===== config.mk =====
export PLATFORM = sky130hd
export DESIGN_NAME = issue_scoreboard
export DESIGN_NICKNAME = d
export VERILOG_FILES = /design/src/rtl/issue_scoreboard.sv
export SDC_FILE = /design/constraint.sdc
export NUM_CORES = 1
export LEC_CHECK = 0
export CAP_MARGIN = 20
export CORE_MARGIN = 5
export CORE_UTILIZATION = 57
export CTS_CLUSTER_SIZE = 40
export DETAILED_ROUTE_END_ITERATION = 12
export PLACE_DENSITY = 0.84
export SLEW_MARGIN = 20
export SYNTH_ARGS = -nofsm -noshare
export SYNTH_HDL_FRONTEND = slang
export SYNTH_SLANG_ARGS = --single-unit
export TNS_END_PERCENT = 20

===== constraint.sdc =====
create_clock -name i_clk -period 6.9 [get_ports i_clk]
set_clock_uncertainty 0.1 [all_clocks]
set_input_delay 1.38 -clock i_clk [delete_from_list [all_inputs] [get_ports i_clk]]
set_output_delay 1.38 -clock i_clk [all_outputs]
set_load 0.005 [all_outputs]

===== src/rtl/issue_scoreboard.sv =====
// Register scoreboard and issue gate between decode and execute: tracks pending
// long-latency destinations, stalls on RAW/WAW/pool-full/FENCE drain, keeps stall stats.
module issue_scoreboard #(
  parameter int MAX_OUTSTANDING = 4,
  parameter int CNT_W           = 4
) (
  input  logic             i_clk,
  input  logic             i_rst_n,
  input  logic             i_dec_valid,
  output logic             o_dec_ready,
  input  logic [4:0]       i_rs1,
  input  logic [4:0]       i_rs2,
  input  logic [4:0]       i_rd,
  input  logic             i_rs1_used,
  input  logic             i_rs2_used,
  input  logic             i_rd_wr,
  input  logic             i_long_lat,
  input  logic             i_fence,
  input  logic             i_flush,
  input  logic             i_wb_valid,
  input  logic [4:0]       i_wb_rd,
  output logic             o_issue,
  output logic [31:0]      o_busy,
  output logic [CNT_W-1:0] o_outstanding,
  output logic [31:0]      o_stall_cnt,
  output logic             o_wb_err
);

  typedef enum logic {RUN, DRAIN} state_t;

  state_t             state_q, state_d;
  logic [31:0]        busy_q, busy_d;
  logic [CNT_W-1:0]   cnt_q, cnt_d;
  logic [31:0]        stall_q, stall_d;
  logic               wb_err_q, wb_err_d;

  logic haz_rs1, haz_rs2, haz_waw, pool_full, fence_blk;
  logic set_en, clr_en, stall_ev;

  // A same-cycle writeback to the register in question removes the hazard.
  always_comb begin
    haz_rs1   = i_rs1_used && (i_rs1 != 5'd0) && busy_q[i_rs1] &&
                !(i_wb_valid && (i_wb_rd == i_rs1));
    haz_rs2   = i_rs2_used && (i_rs2 != 5'd0) && busy_q[i_rs2] &&
                !(i_wb_valid && (i_wb_rd == i_rs2));
    haz_waw   = i_rd_wr && i_long_lat && (i_rd != 5'd0) && busy_q[i_rd] &&
                !(i_wb_valid && (i_wb_rd == i_rd));
    pool_full = i_long_lat && (cnt_q == CNT_W'(MAX_OUTSTANDING));
    fence_blk = i_fence && (cnt_q != '0);

    o_dec_ready = (state_q == RUN) && !haz_rs1 && !haz_rs2 && !haz_waw &&
                  !pool_full && !fence_blk;
    o_issue     = i_dec_valid && o_dec_ready && !i_flush;
    stall_ev    = i_dec_valid && !o_dec_ready && !i_flush;

    set_en = o_issue && i_long_lat && i_rd_wr && (i_rd != 5'd0);
    clr_en = i_wb_valid && (i_wb_rd != 5'd0) && busy_q[i_wb_rd];
  end

  always_comb begin
    busy_d   = busy_q;
    cnt_d    = cnt_q;
    stall_d  = stall_q;
    wb_err_d = wb_err_q;
    state_d  = state_q;

    // Clear first so a same-cycle set of the same register wins.
    if (clr_en) busy_d[i_wb_rd] = 1'b0;
    if (set_en) busy_d[i_rd]    = 1'b1;
    cnt_d = cnt_q + CNT_W'(set_en) - CNT_W'(clr_en);

    if (i_wb_valid && (i_wb_rd != 5'd0) && !busy_q[i_wb_rd]) wb_err_d = 1'b1;
    if (stall_ev && (stall_q != '1)) stall_d = stall_q + 32'd1;

    case (state_q)
      RUN:   if (i_dec_valid && i_fence && (cnt_q != '0) && !i_flush) state_d = DRAIN;
      DRAIN: if (i_flush || (cnt_q == '0)) state_d = RUN;
      default: state_d = RUN;
    endcase
  end

  always_ff @(posedge i_clk or negedge i_rst_n) begin
    if (!i_rst_n) begin
      state_q  <= RUN;
      busy_q   <= '0;
      cnt_q    <= '0;
      stall_q  <= '0;
      wb_err_q <= 1'b0;
    end else begin
      state_q  <= state_d;
      busy_q   <= busy_d;
      cnt_q    <= cnt_d;
      stall_q  <= stall_d;
      wb_err_q <= wb_err_d;
    end
  end

  assign o_busy        = {busy_q[31:1], 1'b0};
  assign o_outstanding = cnt_q;
  assign o_stall_cnt   = stall_q;
  assign o_wb_err      = wb_err_q;

endmodule

* Yosys cells after proc, flatten, opt, wreduce, memory -nomap -nowiden
Cells that the tools add are included.
Storage, ports and cells: register bits after elaboration 70, bits in latches 0, memory bits (writable) 0, ROM bits 0, input port bits 30, output and inout port bits 71, logic and storage cells 94, memories kept 0
Operators by class: add/subtract/negate cells 3, multipliers 0, div/mod/pow operators 0, $lt $le $gt $ge 6, equality and inequality tests 5, shifts and indexed selects 0, multiplexer cells 17, bitwise operators 4, reductions and logical operators 54
Operators with widths (number):
- 2-to-1 mux 32 bit | 2
- logical AND 1 bit | 36
- adder 32 x 1 -> 32 bit, second input constant | 1
- bitwise AND 32 bit | 1
- != test 32 bit, second input constant | 1
- inverter 32 bit | 1
- bitwise OR 32 bit | 1
- less-than comparator 5 x 6 -> 1 bit, second input constant | 4
- binary-select mux 1 bit (select 5 bit) | 4
- nonzero test 5 bit | 4
- equality test 5 bit | 3
- logical NOT 1 bit | 11
- demux 1 bit (select 5 bit) | 2
- >= comparator 5 x 1 -> 1 bit, second input constant | 2
- 2-to-1 mux 1 bit | 8
- adder 4 x 1 -> 4 bit | 1
- equality test 4 x 3 -> 1 bit, second input constant | 1
- logical NOT 4 bit | 1
- nonzero test 4 bit | 1
- subtractor 4 x 1 -> 4 bit | 1
- case mux 1 bit (2 select lines) | 1
- logical OR 1 bit | 1
- inverter 1 bit | 1

* Longest topological paths before layout
Gate-level depths: netlist (run 1).
depth after elaboration 17, depth in mapped cells 16, depth with buffers taken out 14

* Worst setup path after synthesis (run 1)
OpenSTA, ideal clock, no wires.
path kind in2out, from in i_rs1[1], to out o_issue, arrival time 3111 ps, data required time 5420 ps, setup slack 2309 ps, cell stages on the path 10, buffers on the path 2, cells stage by stage clkbuf_1 > mux4_2 > mux2_2 > o31ai_1 > o22ai_1 > nand3b_4 > clkinv_2 > nand2_4 > buf_6 > inv_1
Between the ends: cells in the longest elaborated chain, start to end 12, elaborated cells between the ends (all ways) 17, those cells by class 1 x eq/ne; 2 x mux; 14 x reduce/logical
Ends and longest elaborated chain:
- start, declared | line 11 | input logic [4:0] i_rs1,
- binary-select mux 1 bit (select 5 bit), or another cell as far along | line 42 | haz_rs1 = i_rs1_used && (i_rs1 != 5'd0) && busy_q[i_rs1] &&
- 2-to-1 mux 1 bit (not written as such), or another cell as far along | line 42
- logical AND 1 bit / logical NOT 1 bit (equally long branches) | line 42, 43
- logical AND 1 bit (*) | line 42
- logical NOT 1 bit (*) | line 51 | o_dec_ready = (state_q == RUN) && !haz_rs1 && !haz_rs2 && !haz_waw &&
- logical AND 1 bit (*) (4 in a row) | line 51
- logical AND 1 bit (*) | line 52 | !pool_full && !fence_blk;
- named net o_dec_ready | line 10 | output logic o_dec_ready,
- logical AND 1 bit (*) (2 in a row) | line 53 | o_issue = i_dec_valid && o_dec_ready && !i_flush;
- end, declared | line 22 | output logic o_issue,
The timed path passes the listed nets; every way through them passes the cells marked *. The select of a mux whose other input is x is not followed.

* Final worst setup path (run 1)
from in i_rs1[0], to out o_issue
Between the ends: cells in the longest elaborated chain, start to end 12, elaborated cells between the ends (all ways) 17, those cells by class 1 x eq/ne; 2 x mux; 14 x reduce/logical
Ends and longest elaborated chain (line):
- binary-select mux 1 bit (select 5 bit), or another cell as far along | 42
- 2-to-1 mux 1 bit (not written as such), or another cell as far along | 42
- logical AND 1 bit / logical NOT 1 bit (equally long branches) | 42, 43
- logical AND 1 bit (*) | 42
- logical NOT 1 bit (*) | 51
- logical AND 1 bit (*) (4 in a row) | 51
- logical AND 1 bit (*) | 52
- logical AND 1 bit (*) (2 in a row) | 53
Every way passes the cells marked *; elsewhere a longest branch is shown, timed or not. The select of a mux whose other input is x is not followed.

==> results of run 1 <==
## report_power, final
part / switching [W] / internal, W / leakage, nW
clock network: 0.000152 / 0.000139 / 0.0861
logic: 0.000153 / 0.000167 / 1.28
registers: 0.0000524 / 0.000448 / 0.952
total: 0.000358 / 0.000754 / 2.32
## layer usage
layer  vias to the layer above  track usage [%]  wire [um]
met1                      2162             35.0       5930
met3                        32             6.28       1380
li1                       2002                -          -
met4                         0             8.34        300
met2                       274             39.8       6320
met5                         -                0          0
## logic make-up after synthesis
kind of cell	count (synthesis)	synth area share, %
other	1	0.0750
multiplexers	48	14.5
XOR/XNOR	48	8.41
buffers and inverters	82	9.06
adder cells (fa/ha/maj)	8	2.15
AND/OR/NAND/NOR	161	18.3
AO/OA/AOI/OAI	98	12.5
flip-flops	70	35.1
## layout make-up
cell class	count	area (um^2)	area share (%)
tap	108	135	2.26
sequential	70	1750	29.3
clock inverter	4	22.5	0.377
inverter	22	83.8	1.40
clock buffer	12	145	2.43
timing repair buffer	106	1040	17.4
multi-input combinational	364	2790	46.8
## state kept, by name (all words and copies together), names as in the netlist
name           cells
busy_q            32
o_stall_cnt       32
o_outstanding      4
o_wb_err           1
state_q            1
## cells in the mapped netlist, drive strengths merged (4+ instances only)
cell,n,share of area [%]
and3,10,1.3
buf,45,6.3
clkbuf,15,1.1
dfrtp,70,35
ha,7,1.8
inv,21,1.6
mux2,4,0.90
mux2i,25,5.0
mux4,19,8.6
nand2,26,2.1
nand3,32,3.2
nand3b,17,2.8
nand4,15,1.9
nor2,19,1.4
nor2b,4,0.50
nor3,11,1.1
nor4,5,0.63
o21ai,50,5.0
o22ai,9,1.1
o41ai,16,2.8
or4,5,0.75
xnor2,35,6.1
xor2,13,2.3
## worst max-delay path: stages
cell             delay (ns)
clkdlybuf4s50_1        0.87
mux4_2                 0.58
mux2_2                 0.27
o31ai_1                0.19
o22ai_1                0.12
nand3b_4               0.39
clkinv_2               0.21
nand2_4                0.15
inv_1                  0.09
clkdlybuf4s50_1        0.49
## worst max-delay path by stage
stage	startpoint	to	slack (ns)	cells after the start
2_1_floorplan	i_rs1[1]	o_issue	2.31	10
3_3_place_gp	i_rs1[0]	o_issue	0.70	10
3_5_place_dp	i_rs1[0]	o_issue	0.67	10
4_1_cts	i_rs1[0]	o_issue	0.64	10
5_1_grt	i_rs1[0]	o_issue	0.43	10
6_report	i_rs1[0]	o_issue	0.66	10
## per-stage QoR
step | total power [W] | instance area (um^2) | cells | hold slack, ns | util [%]
detailed placement | 0.000826 | 5800 | 670 | 0.369 | 67.2
global route | 0.00117 | 5970 | 686 | 0.400 | 69.1
floorplan | 0.000683 | 5000 | 516 | 0.368 | -
finish | 0.00111 | 5970 | 686 | 0.379 | 69.1
CTS | 0.00112 | 5970 | 686 | 0.390 | 69.1
global placement | 0.000817 | 5800 | 670 | 0.379 | 67.2
==> run summary, run 1 <==
Status: finished, final reports clean
Most used DFF post-synth: dfrtp_1
Max-cap viol count: 0
HP Class: reg2reg
Tcrit/Tclk final: 90.5%
HP Start: busy_q[0]$_DFF_PN0_
Endpoint type of the worst setup path: output pin
Count of warnings emitted by yosys: 0
Total negative setup slack: 0 ns
Boundary pin count: 101
Crit path time final: 6.24 ns
Rows: 34
Htree depth: 3
Die Y: 104 um
Initial antenna violation count: 0
Routability congestion estimate: 0.975
Maximum fanout along the worst path: 33
Initial Util: 57.9%
Inserted Clock Buffers: 9
Fillers: 677
Max Transition Viols Final: 0
I/O Buffers: 99
DR WL/cell: 20.3 um
Diodes inserted: 0
Routed vias/inst: 6.52
Grt ovf: 0
CP Data Arrival Time: 4.76 ns
Setup slack after layout: 0.657 ns
Upper clock frequency limit: 160 MHz
Synth async-reset ratio: 100%
RSZ-0062 raised after global routing: no
Root cell of the clock tree: clkbuf_8
R2R Path Start: busy_q[9]$_DFF_PN0_
Hold Path Sink: busy_q[0]$_DFF_PN0_
NumNets Final: 611
Total track usage: 25.5%
Leak: 2.32 nW
Cell variety after synth: 58
CP Class: in2out
Clock tree buffer depth: 2
Startpoint Class: primary input
Slew @ Worst Pin: 0.925 ns
Number of remaining DRC errors: 0
Final Hold Fails: 0
Reg2reg path depth: 14
Clock Sink Count: 70
Final setup fails: 0
Gate Count Post-Synth: 516
Die X-Extent: 104 um
Relative slew slack: 38.1%
Number of flops mapped to enable cells by yosys: 0
Hold depth: 0
Place WS: 0.669 ns
Power per cell area: 186 nW/um^2
Syn nets: 554
Worst reg2reg endpoint: o_outstanding[2]$_DFF_PN0_
Post-CTS sizing: 0
DR iter-0 viols: 454
#FFs+latches synth: 70
Routed Wire Length: 13900 um
First-pass GRT wire length: 23000 um
Max IR drop VDD: 0.184 mV
Latest clock arrival within the worst-skew pair: 0.35 ns
Post-CTS setup buffer count: 0
Largest net degree at the start of global routing: 71
Mean area per synthesized cell: 9.68 um^2
Core area: 8640 um^2
Cts hold-fix bufs: 0
First-pass DRT Iterations: 5
Commonest cells after routing, fill and taps aside: clkdlybuf4s50_1 (98), dfrtp_1 (70), o21ai_0 (42)
Layout cells sized above 1: 9.17%
Mapped cell area: 5000 um^2
CTS clock-pin slew for the worst setup and hold paths: 0.07 ns
Vias in the first global route: 4454
DIE AREA: 10700 um^2
Seq/Total Area, Yosys: 35.1%
Reg2Reg Setup Slack: 3.35 ns
Critical Path RT: 5.42 ns
Antenna-violating nets left: 0
Layout area overhead: 19.5%
Commonest non-fill, non-tap cell in the layout: clkdlybuf4s50_1
Detailed placement HPWL: 10300 um
Via count: 4470
CTS tree: done
Power figures use the tool's default switching activity.
==> run 2: changes to the inputs <==
- CORE_UTILIZATION: 57 -> 53
- PLACE_DENSITY: 0.84 -> 0.79
- clock period: 6.9 -> 6.7 ns (I/O delays scaled with it)
==> run summary, run 2 (synthesis gave the netlist of run 1 again) <==
Status: finished, final reports clean
Final Hold Fails: 0
Power per cell area: 196 nW/um^2
I/O Buffers: 99
Cts hold-fix bufs: 0
Die Y: 107 um
CP Class: in2out
Layout area overhead: 19.9%
CTS clock-pin slew for the worst setup and hold paths: 0.09 ns
First-pass GRT wire length: 23600 um
Worst reg2reg endpoint: o_outstanding[2]$_DFF_PN0_
Vias in the first global route: 4519
Sw Share: 34.0%
Cell breakdown of the critical path: clkdlybuf4s50_1, mux4_2, mux2_2, o31ai_1, o22ai_1, nand3b_4, clkinv_2, nand2_4, inv_1, clkdlybuf4s50_1
Initial antenna violation count: 0
Final setup fails: 0
Slew @ Worst Pin: 0.989 ns
Routed Wire Length: 14400 um
Routed vias/inst: 6.54
R2R Path Start: busy_q[8]$_DFF_PN0_
Leak: 2.32 nW
Commonest cells after routing, fill and taps aside: clkdlybuf4s50_1 (98), dfrtp_1 (70), o21ai_0 (42)
First-pass DRT Iterations: 5
Boundary pin count: 101
Diodes inserted: 0
Startpoint Class: primary input
Number of remaining DRC errors: 0
Combinational share of power: 28.2%
Critical Path Most Common Cell: clkdlybuf4s50_1
Inserted Clock Buffers: 9
Grt ovf: 0
Critical Path RT: 5.26 ns
Initial Util: 54.3%
CTS tree: done
Layout cells sized above 1: 9.52%
Fin Hold WS: 0.397 ns
HP Start: o_stall_cnt[17]$_DFFE_PN0P_
Routability congestion estimate: 0.975
DR WL/cell: 20.9 um
Rows: 35
Commonest non-fill, non-tap cell in the layout: clkdlybuf4s50_1
Hold depth: 1
DR iter-0 viols: 320
Upper clock frequency limit: 170 MHz
Critical Path Max Stage Delay: 0.88 ns
Largest net degree at the start of global routing: 71
DIE AREA: 11500 um^2
Max-cap viol count: 0
Crit path time final: 5.89 ns
CP Data Arrival Time: 4.45 ns
Reg2reg path depth: 14
Internal Power: 0.000777 W
Die X-Extent: 107 um
Hold Path Sink: o_stall_cnt[17]$_DFFE_PN0P_
Max IR drop VDD: 0.222 mV
RSZ-0062 raised after global routing: no
Latest clock arrival within the worst-skew pair: 0.36 ns
Detailed placement HPWL: 10400 um
Via count: 4503
NumNets Final: 611
Clock tree buffer depth: 2
Clock Sink Count: 70
Antenna-violating nets left: 0
Endpoint type of the worst setup path: output pin
Maximum fanout along the worst path: 17
Total track usage: 25.8%
Root cell of the clock tree: clkbuf_8
Post-CTS sizing: 0
Max Transition Viols Final: 0
Post-CTS setup buffer count: 0
Htree depth: 3
Critical path's slowest cell: clkdlybuf4s50_1
Relative slew slack: 33.8%
Clock Power Share: 27.9%
Switch Pwr: 0.000400 W
Seq pwr share: 43.9%
Total negative setup slack: 0 ns
Reg2Reg Setup Slack: 3.39 ns
Core area: 9200 um^2
HP Class: reg2reg
Tcrit/Tclk final: 87.9%
-- run 2: worst max-delay path, delay by kind of cell --
kind	cells	cell delay, ns
AO/OA/AOI/OAI	2	0.35
multiplexers	2	0.85
buffers and inverters	4	1.60
AND/OR/NAND/NOR	2	0.30
-- run 2: worst max path at each step --
| stage | from | endpoint | depth (start not counted) |
|---|---|---|---|
| 2_1_floorplan | i_rs1[1] | o_issue | 10 |
| 3_3_place_gp | i_rs1[0] | o_issue | 10 |
| 3_5_place_dp | i_rs1[0] | o_issue | 10 |
| 4_1_cts | i_rs1[0] | o_issue | 10 |
| 5_1_grt | i_rs1[0] | o_issue | 10 |
| 6_report | i_rs1[0] | o_issue | 10 |
-- run 2: cell type report --
type | count | area, um^2
Sequential cell | 70 | 1750
Fill cell | 735 | 3200
Timing Repair Buffer | 106 | 1040
Multi-Input combinational cell | 364 | 2790
Tap cell | 111 | 139
Inverter | 22 | 83.8
Clock inverter | 7 | 63.8
Clock buffer | 9 | 124
-- run 2: stage by stage --
step                      util, %  instances  total power [W]  area, um^2  worst slack, ns
after CTS                    65.2        689          0.00118        5990            0.792
after global routing         65.2        689          0.00125        5990            0.686
final                        65.2        689          0.00118        5990            0.808
after detailed placement     63.1        673         0.000854        5810            0.815
after global placement       63.1        673         0.000841        5810            0.863
after floorplan                 -        516         0.000703        5000             2.19
-- run 2: per-layer routing --
metal  wire (um)  global-route usage (%)  vias up
li1            -                       -     1990
met1        6070                    36.9     2182
met2        6570                    39.7      292
met3        1490                    5.30       39
met4         299                    7.31        0
met5           0                       0        -
-- run 2: power by group through the flow --
stage / clock (W) / sequential, W / combinational, W
finish: 0.000328 / 0.000517 / 0.000332
floorplan: 0 / 0.000509 / 0.000194
CTS: 0.000333 / 0.000516 / 0.000334
global placement: 0 / 0.000521 / 0.000320
global route: 0.000355 / 0.000525 / 0.000369
detailed placement: 0 / 0.000523 / 0.000331
